$ cat src/rtl/regex_stream_ctrl_if.sv
// Stream/detector/result bundle for regex_stream_ctrl.
//   in_*      : upstream character stream (valid/ready handshake)
//   det_*     : per-character drive to, and response from, the regex detector
//   res_*     : downstream match report (valid/ready handshake)
//   done, timeout_err, char_count : stream status
// modport master : the controller side
// modport slave  : the environment (upstream, detector, downstream)
interface regex_stream_ctrl_if;
  logic        in_valid;
  logic        in_ready;
  logic [7:0]  in_char;
  logic        in_last;
  logic        det_reset;
  logic [7:0]  det_char;
  logic        det_last;
  logic        det_rdy;
  logic        det_match;
  logic [31:0] det_start;
  logic [31:0] det_end;
  logic        res_valid;
  logic        res_ready;
  logic [31:0] res_start;
  logic [31:0] res_end;
  logic        done;
  logic        timeout_err;
  logic [31:0] char_count;

  modport master (
    input  in_valid, in_char, in_last, det_rdy, det_match, det_start, det_end, res_ready,
    output in_ready, det_reset, det_char, det_last, res_valid, res_start, res_end,
           done, timeout_err, char_count
  );

  modport slave (
    output in_valid, in_char, in_last, det_rdy, det_match, det_start, det_end, res_ready,
    input  in_ready, det_reset, det_char, det_last, res_valid, res_start, res_end,
           done, timeout_err, char_count
  );
endinterface

$ cat src/rtl/regex_stream_ctrl.sv
// Sequences one character at a time through a regex detector: accepts a
// character, pulses det_reset for RESET_CYCLES, waits (bounded by TIMEOUT)
// for the detector verdict, forwards matches downstream and pulses done
// after the last character of a stream.
// Ports:
//   clk   : single clock, rising edge
//   reset : synchronous active-high reset
//   bus   : regex_stream_ctrl_if.master (stream in, detector, report out, status)
// Parameters:
//   RESET_CYCLES : det_reset high time per character, 1..15
//   TIMEOUT      : max WAIT cycles for det_rdy, 1..65535
module regex_stream_ctrl #(
  parameter int unsigned RESET_CYCLES = 2,
  parameter int unsigned TIMEOUT      = 255
) (
  input  logic                clk,
  input  logic                reset,
  regex_stream_ctrl_if.master bus
);

  typedef enum logic [2:0] {
    IDLE,
    PULSE,
    WAIT,
    REPORT,
    FINISH
  } state_t;

  localparam logic [3:0]  PULSE_LOAD = 4'(RESET_CYCLES);
  localparam logic [15:0] WAIT_LAST  = 16'(TIMEOUT - 1);

  state_t      state;
  logic [3:0]  pulse_cnt;
  logic [15:0] wait_cnt;

  // All outputs are registered; in_ready is raised on every transition into
  // IDLE so it is 1 throughout IDLE except the first cycle after reset.
  always_ff @(posedge clk) begin
    if (reset) begin
      state           <= IDLE;
      pulse_cnt       <= '0;
      wait_cnt        <= '0;
      bus.in_ready    <= 1'b0;
      bus.det_reset   <= 1'b1;
      bus.det_char    <= '0;
      bus.det_last    <= 1'b0;
      bus.res_valid   <= 1'b0;
      bus.res_start   <= '0;
      bus.res_end     <= '0;
      bus.done        <= 1'b0;
      bus.timeout_err <= 1'b0;
      bus.char_count  <= '0;
    end else begin
      // NOTE: state registers use non-blocking assignments so every branch
      // below reads the pre-edge values, regardless of statement order.
      bus.done <= 1'b0;
      unique case (state)
        IDLE: begin
          if (bus.in_ready && bus.in_valid) begin
            bus.det_char  <= bus.in_char;
            bus.det_last  <= bus.in_last;
            if (bus.char_count != '1) bus.char_count <= bus.char_count + 32'd1;
            pulse_cnt     <= PULSE_LOAD;
            bus.det_reset <= 1'b1;
            bus.in_ready  <= 1'b0;
            state         <= PULSE;
          end else begin
            bus.in_ready  <= 1'b1;
            bus.det_reset <= 1'b0;
          end
        end

        // det_rdy is deliberately not looked at here: the detector is still
        // being cleared and its outputs are meaningless.
        PULSE: begin
          if (pulse_cnt == 4'd1) begin
            bus.det_reset <= 1'b0;
            wait_cnt      <= '0;
            state         <= WAIT;
          end else begin
            pulse_cnt <= pulse_cnt - 4'd1;
          end
        end

        // A verdict arriving in the timeout cycle wins over the timeout.
        WAIT: begin
          wait_cnt <= wait_cnt + 16'd1;
          if (bus.det_rdy && bus.det_match) begin
            bus.res_start <= bus.det_start;
            bus.res_end   <= bus.det_end;
            bus.res_valid <= 1'b1;
            state         <= REPORT;
          end else if (bus.det_rdy || wait_cnt == WAIT_LAST) begin
            if (!bus.det_rdy) bus.timeout_err <= 1'b1;
            if (bus.det_last) begin
              bus.done <= 1'b1;
              state    <= FINISH;
            end else begin
              bus.in_ready <= 1'b1;
              state        <= IDLE;
            end
          end
        end

        REPORT: begin
          if (bus.res_ready) begin
            bus.res_valid <= 1'b0;
            if (bus.det_last) begin
              bus.done <= 1'b1;
              state    <= FINISH;
            end else begin
              bus.in_ready <= 1'b1;
              state        <= IDLE;
            end
          end
        end

        FINISH: begin
          bus.char_count <= '0;
          bus.in_ready   <= 1'b1;
          state          <= IDLE;
        end

        default: state <= IDLE;
      endcase
    end
  end

endmodule

$ cat src/flat_wrapper.sv
// flat-port wrapper written by rule: the top's interface ports become plain ports
module regex_stream_ctrl_flat 
#(
  parameter int unsigned RESET_CYCLES = 2,
  parameter int unsigned TIMEOUT      = 255
)
  (clk, reset, bus_in_valid, bus_in_char, bus_in_last, bus_det_rdy, bus_det_match, bus_det_start, bus_det_end, bus_res_ready, bus_in_ready, bus_det_reset, bus_det_char, bus_det_last, bus_res_valid, bus_res_start, bus_res_end, bus_done, bus_timeout_err, bus_char_count);
  regex_stream_ctrl_if bus_i ();
  input  logic clk;
  input  logic reset;
  input wire logic [$bits(bus_i.in_valid)-1:0] bus_in_valid;
  input wire logic [$bits(bus_i.in_char)-1:0] bus_in_char;
  input wire logic [$bits(bus_i.in_last)-1:0] bus_in_last;
  input wire logic [$bits(bus_i.det_rdy)-1:0] bus_det_rdy;
  input wire logic [$bits(bus_i.det_match)-1:0] bus_det_match;
  input wire logic [$bits(bus_i.det_start)-1:0] bus_det_start;
  input wire logic [$bits(bus_i.det_end)-1:0] bus_det_end;
  input wire logic [$bits(bus_i.res_ready)-1:0] bus_res_ready;
  output wire logic [$bits(bus_i.in_ready)-1:0] bus_in_ready;
  output wire logic [$bits(bus_i.det_reset)-1:0] bus_det_reset;
  output wire logic [$bits(bus_i.det_char)-1:0] bus_det_char;
  output wire logic [$bits(bus_i.det_last)-1:0] bus_det_last;
  output wire logic [$bits(bus_i.res_valid)-1:0] bus_res_valid;
  output wire logic [$bits(bus_i.res_start)-1:0] bus_res_start;
  output wire logic [$bits(bus_i.res_end)-1:0] bus_res_end;
  output wire logic [$bits(bus_i.done)-1:0] bus_done;
  output wire logic [$bits(bus_i.timeout_err)-1:0] bus_timeout_err;
  output wire logic [$bits(bus_i.char_count)-1:0] bus_char_count;
  assign bus_i.in_valid = bus_in_valid;
  assign bus_i.in_char = bus_in_char;
  assign bus_i.in_last = bus_in_last;
  assign bus_i.det_rdy = bus_det_rdy;
  assign bus_i.det_match = bus_det_match;
  assign bus_i.det_start = bus_det_start;
  assign bus_i.det_end = bus_det_end;
  assign bus_i.res_ready = bus_res_ready;
  assign bus_in_ready = bus_i.in_ready;
  assign bus_det_reset = bus_i.det_reset;
  assign bus_det_char = bus_i.det_char;
  assign bus_det_last = bus_i.det_last;
  assign bus_res_valid = bus_i.res_valid;
  assign bus_res_start = bus_i.res_start;
  assign bus_res_end = bus_i.res_end;
  assign bus_done = bus_i.done;
  assign bus_timeout_err = bus_i.timeout_err;
  assign bus_char_count = bus_i.char_count;
  regex_stream_ctrl #(.RESET_CYCLES(RESET_CYCLES), .TIMEOUT(TIMEOUT)) u_core (.clk(clk), .reset(reset), .bus(bus_i));
endmodule
$ cat config.mk
export PLATFORM = sky130hd
export DESIGN_NAME = regex_stream_ctrl_flat
export DESIGN_NICKNAME = d
export VERILOG_FILES = /design/src/rtl/regex_stream_ctrl_if.sv /design/src/rtl/regex_stream_ctrl.sv /design/src/flat_wrapper.sv
export SDC_FILE = /design/constraint.sdc
export NUM_CORES = 1
export LEC_CHECK = 0
export ABC_AREA = 1
export ABC_CLOCK_PERIOD_IN_PS = 2200
export CAP_MARGIN = 20
export CORE_ASPECT_RATIO = 1.75
export CORE_MARGIN = 2
export CORE_UTILIZATION = 47
export CTS_CLUSTER_DIAMETER = 60
export DETAILED_ROUTE_END_ITERATION = 7
export GPL_TIMING_DRIVEN = 0
export PLACE_DENSITY = 0.8
export REMOVE_ABC_BUFFERS = 1
export SYNTH_ARGS = -nofsm -noshare
export SYNTH_HDL_FRONTEND = slang
export SYNTH_SLANG_ARGS = --single-unit
$ cat constraint.sdc
create_clock -name clk -period 2.2 [get_ports clk]
set_input_delay 0.33 -clock clk [delete_from_list [all_inputs] [get_ports clk]]
set_output_delay 0.33 -clock clk [all_outputs]
set_load 0.03 [all_outputs]
==> results.json, run 1 <==
{
  "power_frac_seq": 0.358,
  "fin_skew_ps": 11.4,
  "cp_slowest_cell": "dfxtp_1",
  "drt_iter0_markers": 352,
  "gr-total-overflow": 0,
  "cts_buffers": 17,
  "globalplace.congestion": 0.987,
  "yosysUniqueCellTypes": 40,
  "required_ps": 2510,
  "route.detailed.drc": 0,
  "wire_per_inst_um": 14.1,
  "min_to": "u_core.pulse_cnt[0]$_SDFFE_PP0P_",
  "die_area_um2": 13900,
  "hold_class": "flip-flop to flip-flop",
  "antenna_cells": 0,
  "period_share": 0.943,
  "io_buffers": 188,
  "area_growth_pct": 45.3,
  "h-tree-depth": 4,
  "io_pins": 189,
  "critical_path_class": "flip-flop to flip-flop",
  "max_stage_delay_ps": 330,
  "reg2reg_slack_ps": 130,
  "cts-root-buf": "clkbuf_16",
  "clk_latency_ps": 420,
  "min_from": "u_core.pulse_cnt[0]$_SDFFE_PP0P_",
  "max_freq_mhz": 482,
  "maxCapViolations": 0,
  "grt_pass1_wl_um": 28800,
  "p_total_mw": 7.75,
  "rows": 55,
  "relSlewSlack": 0.527,
  "ys.warnings.count": 0,
  "reg2regPathDepth": 10,
  "finalMaxSlewViolations": 0,
  "cp-end-kind": "flip-flop",
  "timing.rr.end": "u_core.bus.res_end[7]$_SDFFE_PP0P_",
  "place_hpwl_um": 12200,
  "vias_per_cell": 5.10,
  "sw_frac_of_total": 0.352,
  "place_area_um2": 8060,
  "switchingPower_mw": 2.73,
  "clkSinkCount": 133,
  "antenna_found_initial": 0,
  "ys_seq_area_frac": 0.436,
  "cts_tree": "built",
  "num_vias": 6517,
  "internal_power_mw": 5.02,
  "dr.pass1.iters": 4,
  "grt_pass1_vias": 6285,
  "core_um2": 12800,
  "synthCells": 907,
  "status": "complete, no violations",
  "power.share.combinational": 0.278,
  "nNetsFinal": 1179,
  "die_w_um": 90.1,
  "routed_wl_um": 18000,
  "synth_seq_cells": 133,
  "grt_max_degree": 103,
  "syn_area_per_cell_um2": 6.73,
  "cts_buffer_depth": 2,
  "initial_core_util": 0.477,
  "track_usage": 0.252,
  "holdPathStages": 1,
  "ant_nets": 0,
  "arrival_ps": 2380,
  "netlist_area_um2": 6100,
  "drive_above_1_share": 0.0677,
  "final_cell_area_um2": 8870,
  "synth_async_sr_flop_share": 0,
  "pwr-share-clk": 0.364,
  "power.density_nw_per_um2": 874,
  "path_max_fanout": 55,
  "die_h_um": 155,
  "crit_path_cell_trace": "inv_1 -> nand2_1 -> nor2_4 -> clkinvlp_4 -> nor2_4 -> buf_12 -> inv_2 -> buf_12 -> nor2_1 -> nor2_1",
  "ir_worst_vdd_uv": 621,
  "postCtsHoldBufs": 0,
  "synth_edf_count": 0,
  "period_needed_ps": 2070,
  "setup_viol": 0,
  "clk_pin_slew_ps": 60,
  "cp-start-kind": "flip-flop",
  "synthFlopType": "dfxtp_1",
  "p_leak_nw": 3.54,
  "r2r-start": "u_core.state[2]$_SDFFE_PP0P_",
  "finalHoldViolCount": 0,
  "worst_slew_pin_slew_ps": 709
}
cells in the mapped netlist, drive strengths merged (8+ instances only):
library cell,number,area (um2)
nor2,259,1010
o21ai,103,515
inv,84,318
nor3,11,55.1
buf,20,121
nand3,39,208
clkbuf,18,67.6
nand2,158,616
nand4,8,50.1
a21oi,41,205
dfxtp,133,2660
power groups by stage:
stage	logic, mW	registers, mW	clock network (mW)
5_1_grt	2.33	2.80	2.98
2_1_floorplan	0.802	3.14	0
3_3_place_gp	1.92	2.81	0
3_5_place_dp	1.95	2.82	0
6_report	2.16	2.77	2.82
4_1_cts	1.99	2.77	2.86
what timing repair did:
item / CTS / global route
buffers inserted: 1 / 12
cloned: 1 / 2
pin swaps: 1 / 3
resized for setup: 9 / 6
setup endpoints to repair: 107 / 79
cell type report:
class	instances	area (um2)
clock buffers	17	425
inverters	85	338
well taps	171	214
fillers	1143	3930
flip-flops and latches	133	2660
repair buffers	205	2070
multi-input cells	653	2990
clock inverters	15	165
layer usage:
layer	up-vias	part of all wire	GRT usage
li1	3273	-	-
met4	0	0.047	0.134
met1	2943	0.37	0.255
met5	-	0	0
met3	61	0.071	0.0740
met2	240	0.52	0.462
worst max path at each step:
stage                                                  end  slack [ps]                             startpoint
floorplan               u_core.bus.res_end[0]$_SDFFE_PP0P_       -1260           u_core.state[2]$_SDFFE_PP0P_
global placement       u_core.bus.res_end[21]$_SDFFE_PP0P_       -3410           u_core.state[2]$_SDFFE_PP0P_
detailed placement        u_core.pulse_cnt[3]$_SDFFE_PP0P_        -770                                  reset
CTS                 u_core.bus.char_count[11]$_SDFFE_PP0P_          20  u_core.bus.char_count[0]$_SDFFE_PP0P_
global route           u_core.bus.res_end[26]$_SDFFE_PP0P_         -30           u_core.state[2]$_SDFFE_PP0P_
finish                  u_core.bus.res_end[7]$_SDFFE_PP0P_         130           u_core.state[2]$_SDFFE_PP0P_
kinds of logic (layout without fill, tap and decap cells):
logic type               Yosys count  after routing  synth area share
AO/OA/AOI/OAI                    161            161             0.139
XOR/XNOR                           5              5           0.00717
adder cells (fa/ha/maj)            5              5            0.0103
buffers and inverters            123            322            0.0836
flip-flops                       133            133             0.436
AND/OR/NAND/NOR                  480            482             0.323
layout by cell type (no fill, tap or decap), drive strengths merged, types with 2 or more instances in the layout:
cell	instances
xor2	5
nand4	8
and2	2
o211ai	2
inv	91
buf	16
dfxtp	133
a211oi	5
nand3	39
clkdlybuf4s50	187
o21bai	2
nand2	159
clkinvlp	2
nor2	260
nor3	11
clkinv	6
ha	5
a31oi	2
clkbuf	18
o21ai	103
a21oi	41
registers in the layout, indices dropped and copies added, names as in the netlist:
name	count
u_core.bus.char_count	32
u_core.bus.det_char	8
u_core.bus.det_last	1
u_core.bus.det_reset	1
u_core.bus.done	1
u_core.bus.in_ready	1
u_core.bus.res_end	32
u_core.bus.res_start	32
u_core.bus.res_valid	1
u_core.bus.timeout_err	1
u_core.pulse_cnt	4
u_core.state	3
u_core.wait_cnt	16
per-stage QoR:
stage | hold slack (ps) | util | cells | TNS [ps] | setup WS [ps]
3_5_place_dp | 452 | 0.630 | 1230 | -67920 | -772
2_1_floorplan | 399 | - | 869 | -83230 | -1260
4_1_cts | 460 | 0.678 | 1264 | 0 | 15.5
5_1_grt | 483 | 0.693 | 1279 | -384 | -30.4
6_report | 462 | 0.693 | 1279 | 0 | 126
3_3_place_gp | 449 | 0.626 | 1228 | -298780 | -3410
worst max-delay path, delay by kind of cell, from the launching register on:
family	cells	cell delay, ps
and+or+nand+nor	5	760
DFF	1	330
buffers and inverters	5	860
Power figures use the tool's default switching activity.
==> inputs of run 2 (changes only) <==
--- a/config.mk
+++ b/config.mk
@@ -10,11 +10,11 @@
 export CAP_MARGIN = 20
 export CORE_ASPECT_RATIO = 1.75
 export CORE_MARGIN = 2
-export CORE_UTILIZATION = 47
+export CORE_UTILIZATION = 44
 export CTS_CLUSTER_DIAMETER = 60
 export DETAILED_ROUTE_END_ITERATION = 7
 export GPL_TIMING_DRIVEN = 0
-export PLACE_DENSITY = 0.8
+export PLACE_DENSITY = 0.76
 export REMOVE_ABC_BUFFERS = 1
 export SYNTH_ARGS = -nofsm -noshare
 export SYNTH_HDL_FRONTEND = slang
==> run 2 against run 1 <==
  * Register-to-register slack better by 60 ps
  * Flip-flop and latch count stayed put
  * Via count increased by 0.20%
  * First-iteration DRC count fell by 18%
  * Worst setup slack improved by 60 ps
  * Clock skew shrank 1.6 ps
  * Largest cell class unchanged
==> results.json, run 2 (same netlist as run 1, synthesis figures left out) <==
{
  "status": "complete, no violations",
  "layout.cells.non_filler": 1280,
  "clk_pin_slew_ps": 60,
  "num_vias": 6530,
  "worst_slew_pin_slew_ps": 938,
  "cts_tree": "built",
  "multiInputGateArea_um2": 2970,
  "reg.largest.list": "u_core.bus.char_count x32, u_core.bus.res_end x32, u_core.bus.res_start x32",
  "pwr-share-clk": 0.384,
  "r2r-start": "u_core.state[2]$_SDFFE_PP0P_",
  "arrival_ps": 2320,
  "cp-end-kind": "flip-flop",
  "crit_path_cell_trace": "inv_1 -> nand2_1 -> nor2_4 -> clkinvlp_4 -> nor2_4 -> inv_2 -> buf_12 -> nor2_1 -> nor2_1",
  "max_stage_delay_ps": 320,
  "reg2reg_slack_ps": 190,
  "final_common_cell": "nor2_1",
  "route.detailed.drc": 0,
  "crit_end": "u_core.bus.res_start[28]$_SDFFE_PP0P_",
  "ant_nets": 0,
  "drt_iter0_markers": 289,
  "io_buffers": 188,
  "h-tree-depth": 4,
  "dpl.cell_count": 1238,
  "vias_per_cell": 5.10,
  "dr.pass1.iters": 5,
  "final_cell_area_um2": 8820,
  "place_area_um2": 8100,
  "period_share": 0.915,
  "cts-root-buf": "clkbuf_16",
  "track_usage": 0.240,
  "nNetsFinal": 1174,
  "reg2regPathDepth": 9,
  "initial_core_util": 0.446,
  "grt_pass1_wl_um": 28800,
  "antenna_found_initial": 0,
  "p_leak_nw": 3.51,
  "rows": 57,
  "period_needed_ps": 2010,
  "power.density_nw_per_um2": 889,
  "sw_frac_of_total": 0.340,
  "gr-total-overflow": 0,
  "io_pins": 189,
  "wire_per_inst_um": 13.9,
  "clkSinkCount": 133,
  "max_freq_mhz": 497,
  "antenna_cells": 0,
  "required_ps": 2510,
  "rsz0062_at_grt": "no",
  "setup_viol": 0,
  "most-common-layout-cells": "250 x nor2_1, 188 x clkdlybuf4s50_1, 153 x nand2_1",
  "grt_pass1_vias": 6292,
  "relSlewSlack": 0.374,
  "maxCapViolations": 0,
  "cts_buffer_depth": 2,
  "place_hpwl_um": 12300,
  "seq_area_um2": 2660,
  "die_w_um": 93.0,
  "core_um2": 13700,
  "n_fill_cell": 1235,
  "critical_path_class": "flip-flop to flip-flop",
  "path_max_fanout": 49,
  "clk_latency_ps": 420,
  "cp_slowest_cell": "dfxtp_1",
  "cp.depth": 9,
  "timing.rr.end": "u_core.bus.res_start[28]$_SDFFE_PP0P_",
  "finalMaxSlewViolations": 0,
  "power_frac_seq": 0.353,
  "die_area_um2": 14900,
  "switchingPower_mw": 2.67,
  "globalplace.congestion": 0.935,
  "hold_class": "flip-flop to flip-flop",
  "cp-startpoint": "u_core.state[2]$_SDFFE_PP0P_",
  "area_growth_pct": 44.5,
  "routed_wl_um": 17800,
  "fin_skew_ps": 9.78,
  "ir_worst_vdd_uv": 682,
  "internal_power_mw": 5.18,
  "crit_buf_inv": 4,
  "cp-start-kind": "flip-flop",
  "power.share.combinational": 0.264,
  "cts_buffers": 17,
  "drive_above_1_share": 0.0598,
  "die_h_um": 160,
  "grt_max_degree": 103,
  "path_delay_family": "simple AND/OR/NAND/NOR gates",
  "finalHoldViolCount": 0
}
[run 2: cell types whose count changed in the layout (fill, tap and decap cells not counted), sizes merged]
| cell | delta |
|---|---|
| buf | -4 |
| inv | -1 |
| clkdlybuf4s50 | +1 |
| bufinv | +2 |
| clkinvlp | +1 |
| dlygate4sd2 | -1 |
| clkinv | -3 |
[run 2: worst min path at each step]
stage	startpoint	end	slack, ps	depth (start not counted)
finish	u_core.bus.in_ready$_SDFFE_PP0P_	u_core.bus.in_ready$_SDFFE_PP0P_	460	2
global route	u_core.wait_cnt[14]$_SDFFE_PP0P_	u_core.wait_cnt[14]$_SDFFE_PP0P_	480	2
CTS	u_core.wait_cnt[14]$_SDFFE_PP0P_	u_core.wait_cnt[14]$_SDFFE_PP0P_	460	2
detailed placement	u_core.wait_cnt[14]$_SDFFE_PP0P_	u_core.wait_cnt[14]$_SDFFE_PP0P_	450	2
global placement	u_core.pulse_cnt[0]$_SDFFE_PP0P_	u_core.pulse_cnt[0]$_SDFFE_PP0P_	440	1
floorplan	reset	u_core.bus.char_count[11]$_SDFFE_PP0P_	400	1
[run 2: layer usage]
metal / GRT usage / routed length (um)
met5: 0 / 0
met2: 0.430 / 9060
met4: 0.116 / 774
met1: 0.246 / 6580
met3: 0.0769 / 1410
[run 2: worst register-to-register path, stage by stage, from the launching register on]
cell        delay [ps]
dfxtp_1            320
inv_1               90
nand2_1            110
nor2_4             320
clkinvlp_4         270
nor2_4             180
inv_2              160
buf_12             220
nor2_1             170
nor2_1              70
[run 2: metrics by stage]
| stage | total power [mW] | utilization | TNS (ps) | hold slack (ps) | setup WS (ps) |
|---|---|---|---|---|---|
| floorplan | 3.94 | - | -83230 | 399 | -1260 |
| global placement | 4.74 | 0.586 | -312420 | 442 | -3650 |
| detailed placement | 4.77 | 0.592 | -37450 | 454 | -644 |
| CTS | 7.82 | 0.639 | 0 | 463 | 12.3 |
| global route | 8.17 | 0.644 | 0 | 482 | 9.92 |
| finish | 7.84 | 0.644 | 0 | 460 | 186 |
[run 2: cell type report]
type,count,area share
timing repair buffer,200,0.229
clock inverter,14,0.0217
multi-input combinational,653,0.337
sequential,133,0.302
tap,177,0.0251
inverter,85,0.0372
clock buffer,18,0.0487
[run 2: timing repair]
item                                    CTS  global route
hold buffers                              0             0
resized for setup                         3             2
pin swaps                                 1             1
endpoints found under the setup margin   69            19
cloned                                    1             1
buffers inserted                          2             6
[run 2: power by group through the flow]
| stage | logic [mW] | clock network [mW] | registers (mW) |
|---|---|---|---|
| after global routing | 2.23 | 3.15 | 2.79 |
| after detailed placement | 1.96 | 0 | 2.81 |
| final | 2.07 | 3.01 | 2.76 |
| after global placement | 1.93 | 0 | 2.81 |
| after floorplan | 0.802 | 0 | 3.14 |
| after CTS | 2.00 | 3.06 | 2.77 |
==> RTL change 1, RTL diff (flow settings as in run 1) <==
`TIMEOUT` is set to 255 in 2 places; all go to 127.
--- a/src/rtl/regex_stream_ctrl.sv
+++ b/src/rtl/regex_stream_ctrl.sv
@@ -11,7 +11,7 @@
 //   TIMEOUT      : max WAIT cycles for det_rdy, 1..65535
 module regex_stream_ctrl #(
   parameter int unsigned RESET_CYCLES = 2,
-  parameter int unsigned TIMEOUT      = 255
+  parameter int unsigned TIMEOUT      = 127
 ) (
   input  logic                clk,
   input  logic                reset,
--- a/src/flat_wrapper.sv
+++ b/src/flat_wrapper.sv
@@ -2,7 +2,7 @@
 module regex_stream_ctrl_flat 
 #(
   parameter int unsigned RESET_CYCLES = 2,
-  parameter int unsigned TIMEOUT      = 255
+  parameter int unsigned TIMEOUT      = 127
 )
   (clk, reset, bus_in_valid, bus_in_char, bus_in_last, bus_det_rdy, bus_det_match, bus_det_start, bus_det_end, bus_res_ready, bus_in_ready, bus_det_reset, bus_det_char, bus_det_last, bus_res_valid, bus_res_start, bus_res_end, bus_done, bus_timeout_err, bus_char_count);
   regex_stream_ctrl_if bus_i ();
Function: same outputs for any inputs over 4 cycles, from zero or initial values and one cycle with reset high; that may be too few to reach the edited logic, so the function may still have changed.
==> RTL change 1 against run 1 <==
Non-clock buffer count is 12 lower; count of clock-buffer cells in the layout is 4 higher; worst setup slack better by 0.0079 ns; total power is 3.5% lower; die area is 0.63% higher; area after synthesis is 0.66% higher; cell area is 1.3% lower; synthesized cell count is 0.55% lower; wire length is 2.6% higher; sequential cell count stayed put; critical path type unchanged; critical endpoint is now u_core.bus.char_count[11]$_SDFFE_PP0P_.
==> RTL change 1: results (changes against run 1) <==
Largest net degree at the start of global routing: 55 (-47%)
Post-Synthesis Cells: 902 (-0.55%)
Post-synth top cells: 217 x nor2_1, 173 x nand2_1, 133 x dfxtp_1
Routability congestion estimate: 0.910 (-7.8%)
H-tree Lvls: 4 (unchanged)
Max Buffers Root-to-Sink: 2 (unchanged)
Synth warnings: 0 (unchanged)
Vias: 6,463 (-0.83%)
Post-route insts no fill: 1,263 (-1.3%)
Mux cell area share after synthesis: 0% (unchanged)
Pre-antenna DRT Iters: 6 (+2)
CP Max Fanout: 26 (-53%)
XOR/XNOR Fraction of Synth Area: 0.855% (+0.14 points)
Share of layout cells above drive strength 1: 6.50% (-0.27 points)
Unique masters post-synth: 38 (-5.0%)
I/O Buffers: 188 (unchanged)
Initial antenna violation count: 0 (unchanged)
CP max stage delay: 0.44 ns (+0.11 ns)
First-pass GRT wire length: 29,900 um (+3.8%)
Rel. slew slack: 50.7% (-2.1 points)
Post-synth top flop: dfxtp_1
Clock Latency Late Sink: 0.41 ns
Vias in the first global route: 6,373 (+1.4%)
WL final: 18,500 um (+2.6%)
Run status: finished clean
DP HPWL: 13,200 um (+8.1%)
Met1 usage: 26.3% (+0.73 points)
Hold Fails Final Rpt: 0 (unchanged)
Leading post-synthesis cells by cell area: dfxtp_1 43%, nor2_1 13%, nand2_1 11%, o21ai_0 6.9%, inv_1 5.1%
Met3 Use GR: 8.86% (+1.5 points)
Worst Hold Class: reg2reg
# diodes: 0 (unchanged)
GRT Resource Usage Total: 26.3% (+1.1 points)
Clock root cell: clkbuf_16
Largest registers: u_core.bus.char_count (32), u_core.bus.res_end (32), u_core.bus.res_start (32)
Worst hold path depth: 2 (+1)
Worst EP arrival: 2.32 ns (-0.06 ns)
FILL cells: 1,080 (-5.5%)
Clock transition at path regs: 0.06 ns (about the same)
Synth Area in Compound Gates: 13.5% (-0.46 points)
CTS buffer count: 17 (unchanged)
Sequential area share after synthesis: 43.3% (-0.28 points)
Setup crit end kind: register
Adder-cell share of the synthesized area: 1.02% (-0.0067 points)
Leak pwr: 3.45 nW (-2.5%)
Worst VDD drop: 665 uV (+7.1%)
Ys async rst share: 0% (unchanged)
Met2 Use GR: 48.6% (+2.4 points)
Final setup viols: 0 (unchanged)
# nets final: 1,165 (-1.2%)
Clock skew: 0.00809 ns (-0.00328 ns)
Slowest cell on crit path: dfxtp_1
1st-iter DRT viols: 321 (-8.8%)
R2r worst-path depth: 10 (unchanged)
RTL change 1: changes by cell type after synthesis, moves of 3 or more:
cell and change:
nand2_1 +20, nor2_2 +5, o21ai_0 -16, nand3_1 -3
nor2_1 -35, inv_2 +4, buf_2 -4, o21ai_1 +12
RTL change 1: logic make-up after synthesis:
logic type,count (synthesis)
DFF,133
xor gates and xnor gates,6
AOI/OAI and AO/OA,157
and+or+nand+nor,477
buffers and inverters,124
adders and majority gates,5
RTL change 1: cell type report:
type / count / area, um^2 / share of cell area (%)
Clock inverter: 9 / 106 / 1.21
Inverter: 90 / 344 / 3.93
Clock buffer: 21 / 450 / 5.15
Timing Repair Buffer: 193 / 1980 / 22.6
Sequential cell: 133 / 2660 / 30.4
Multi-Input combinational cell: 646 / 3000 / 34.2
Tap cell: 171 / 214 / 2.44
RTL change 1: final timing paths:
kind	to	from	slack, ns
worst min register to register	u_core.bus.timeout_err$_SDFFE_PP0P_	u_core.bus.timeout_err$_SDFFE_PP0P_	0.45
worst min-delay path	u_core.bus.timeout_err$_SDFFE_PP0P_	u_core.bus.timeout_err$_SDFFE_PP0P_	0.45
worst max register to register	u_core.bus.char_count[11]$_SDFFE_PP0P_	u_core.bus.char_count[0]$_SDFFE_PP0P_	0.13
worst max-delay path	u_core.bus.char_count[11]$_SDFFE_PP0P_	u_core.bus.char_count[0]$_SDFFE_PP0P_	0.13
RTL change 1: layer usage:
layer | wire [um] | share of wire [%]
met1 | 6730 | 36
met4 | 527 | 2.9
met3 | 1450 | 7.9
met5 | 0 | 0
met2 | 9740 | 53
RTL change 1: critical path, delay by kind of cell, from the launching register on:
| kind | cells | cell delay, ns |
|---|---|---|
| adders and majority gates | 1 | 0.22 |
| and+or+nand+nor | 7 | 1.03 |
| DFF | 1 | 0.44 |
| buffers and inverters | 1 | 0.14 |
| AOI/OAI and AO/OA | 1 | 0.08 |
RTL change 1: repair_timing:
item,4_1_cts,5_1_grt
endpoints found under the hold margin,0,0
setup endpoints to repair,56,17
gates cloned,1,0
buffers inserted,1,0
pin swaps,1,0
resized for setup,1,5
RTL change 1: stage by stage:
step                TNS, ns  instance area [um^2]  worst slack, ns
floorplan            -55.69                  5980           -0.845
global placement    -262.62                  8070            -3.03
detailed placement   -25.79                  8170           -0.461
CTS                       0                  8740           0.0272
global route              0                  8750           0.0308
finish                    0                  8750            0.134
RTL change 1: power breakdown:
part / switching [mW] / internal (mW) / leakage, nW / total, mW
sequential: 0.145 / 2.65 / 1.08 / 2.79
clock: 1.03 / 1.68 / 0.265 / 2.71
combinational: 1.27 / 0.704 / 2.11 / 1.97
==> RTL change 2, RTL diff (flow settings as in run 1) <==
Made on the original files. Encoding of `state_t`: now one-hot (5 bits for 5 states).
--- a/src/rtl/regex_stream_ctrl.sv
+++ b/src/rtl/regex_stream_ctrl.sv
@@ -18,12 +18,12 @@
   regex_stream_ctrl_if.master bus
 );
 
-  typedef enum logic [2:0] {
-    IDLE,
-    PULSE,
-    WAIT,
-    REPORT,
-    FINISH
+  typedef enum logic [4:0] {
+    IDLE   = 5'b00001,
+    PULSE  = 5'b00010,
+    WAIT   = 5'b00100,
+    REPORT = 5'b01000,
+    FINISH = 5'b10000
   } state_t;
 
   localparam logic [3:0]  PULSE_LOAD = 4'(RESET_CYCLES);
Formal check against the unedited RTL: no difference found for any inputs over 4 cycles, from zero or initial values and one cycle with reset high; so few cycles prove little.
==> RTL change 2 against run 1 <==
Die area increased by 2.5%; critical path depth shrank 2; sequential cell count up 2; area after synthesis up 2.6%; count of clock-buffer cells in the layout is 4 higher; global-route usage increased by 0.51 points; worst setup slack better by 0.069 ns; worst hold slack improved by 0.0054 ns; cell area increased by 0.59%; wire length up 2.2%; highest routed layer unchanged.
Power is not compared: it rests on default switching activity, and its combinational part moved more than twofold at a synthesized area within 25%.
==> RTL change 2: results (changes against run 1) <==
Run status: finished clean
Share of layout cells above drive strength 1: 6.31% (-0.46 points)
Vias/cell: 5.15 (+1.0%)
Worst r2r src: u_core.state[2]$_SDFFE_PP0P_
Highest metal used: met4
Met3 Use GR: 10.9% (+3.5 points)
Worst EP arrival: 2.32 ns (-0.06 ns)
Post-route insts no fill: 1,281 (+0.16%)
Pre-antenna DRT Iters: 6 (+2)
WHS: 0.467 ns (+0.00535 ns)
FILL cells: 1,083 (-5.2%)
CP Max Fanout: 63 (+15%)
DRT met1 WL: 6650 um (+1.3%)
Sequential area share after synthesis: 43.1% (-0.48 points)
Post-synth top cells: 237 x nor2_1, 163 x nand2_1, 135 x dfxtp_1
Vias in the first global route: 6,262 (-0.37%)
GRT Resource Usage Total: 25.7% (+0.51 points)
Largest net degree at the start of global routing: 64 (-38%)
Met1 usage: 25.5% (-0.062 points)
Met3 routed WL: 1750 um (+37%)
Met2 Use GR: 46.9% (+0.69 points)
Flop2flop setup slack: 0.20 ns (+0.07 ns)
Routability congestion estimate: 0.908 (-8.0%)
Unique masters post-synth: 35 (-13%)
DP HPWL: 13,000 um (+6.7%)
WL final: 18,400 um (+2.2%)
Measured slew at the worst slew-check pin: 0.588 ns (-0.121 ns)
Dpl cells: 1,247 (+1.4%)
R2r worst-path depth: 8 (-2)
Leading post-synthesis cells by cell area: dfxtp_1 43%, nor2_1 14%, nand2_1 9.8%, o21ai_0 6.3%, nand3_1 5.3%
First-pass GRT wire length: 29,400 um (+2.1%)
Hold Path End: u_core.bus.timeout_err$_SDFFE_PP0P_
Routed wl met2: 9540 um (+2.8%)
1st-iter DRT viols: 366 (+4.0%)
Worst flop-to-flop path endpoint: u_core.wait_cnt[14]$_SDFFE_PP0P_
Post-Synthesis Cells: 920 (+1.4%)
[RTL change 2: changes by cell type in the layout (fill, tap and decap cells not counted), sizes merged, moves of 11 or more]
cell	delta
buf	-11
nand4	+15
nand2	+11
o21ai	-23
nand3	+27
inv	-17
nor2	-14
[RTL change 2: worst max-delay path, cell delays in order]
cell and delay [ns]:
dlygate4sd2_1 0.58, buf_8 0.27, inv_2 0.20, buf_12 0.25, nand2_1 0.21, clkinvlp_4 0.27
nand2_1 0.15, a21oi_2 0.03
[RTL change 2: layout make-up]
cell class | instances | area, um^2 | area share, %
inverter | 76 | 295 | 3.31
clock buffer | 21 | 460 | 5.16
timing repair buffer | 193 | 1980 | 22.1
clock inverter | 11 | 125 | 1.40
multi-input combinational | 674 | 3150 | 35.3
tap | 171 | 214 | 2.40
sequential | 135 | 2700 | 30.3
[RTL change 2: where the power goes]
group          total (mW)  switching (mW)  internal [mW]
combinational       0.642           0.362          0.280
sequential           2.52          0.0315           2.49
clock                2.81            1.08           1.73
total                5.97            1.47           4.50
[RTL change 2: cell families (layout without fill, tap and decap cells)]
| kind of cell | count (synthesis) | count (layout) | synth area share, % |
|---|---|---|---|
| AO/OA/AOI/OAI | 129 | 129 | 10.9 |
| XOR/XNOR | 12 | 12 | 1.68 |
| adder cells (fa/ha/maj) | 5 | 5 | 0.999 |
| buffers and inverters | 112 | 301 | 7.35 |
| flip-flops | 135 | 135 | 43.1 |
| AND/OR/NAND/NOR | 527 | 528 | 35.9 |
[RTL change 2: stage by stage]
step           area [um^2]  worst slack (ns)
6_report              8920             0.195
3_5_place_dp          8270            -0.566
5_1_grt               8920            0.0243
4_1_cts               8870            0.0647
3_3_place_gp          8190             -3.02
2_1_floorplan         6090            -0.949
[RTL change 2: worst max-delay path by stage]
| stage | startpoint | to | slack [ns] | depth (start not counted) |
|---|---|---|---|---|
| 6_report | reset | u_core.bus.char_count[4]$_SDFFE_PP0P_ | 0.20 | 8 |
| 5_1_grt | u_core.state[2]$_SDFFE_PP0P_ | u_core.pulse_cnt[1]$_SDFFE_PP0P_ | 0.02 | 7 |
| 4_1_cts | u_core.state[1]$_SDFFE_PP0P_ | u_core.bus.res_end[4]$_SDFFE_PP0P_ | 0.06 | 9 |
| 3_5_place_dp | reset | u_core.bus.char_count[4]$_SDFFE_PP0P_ | -0.57 | 8 |
| 3_3_place_gp | bus_det_rdy | u_core.bus.res_valid$_SDFFE_PP0P_ | -3.02 | 7 |
| 2_1_floorplan | u_core.state[1]$_SDFFE_PP0P_ | u_core.bus.res_valid$_SDFFE_PP0P_ | -0.95 | 7 |
[RTL change 2: repair_timing]
action                     in CTS  in global routing
pin swaps                       1                  1
gates cloned                    1                  0
setup endpoints to repair      67                 43
setup buffers                   0                  1
hold buffers                    0                  0
resized for setup               5                  5
hold endpoints to repair        0                  0
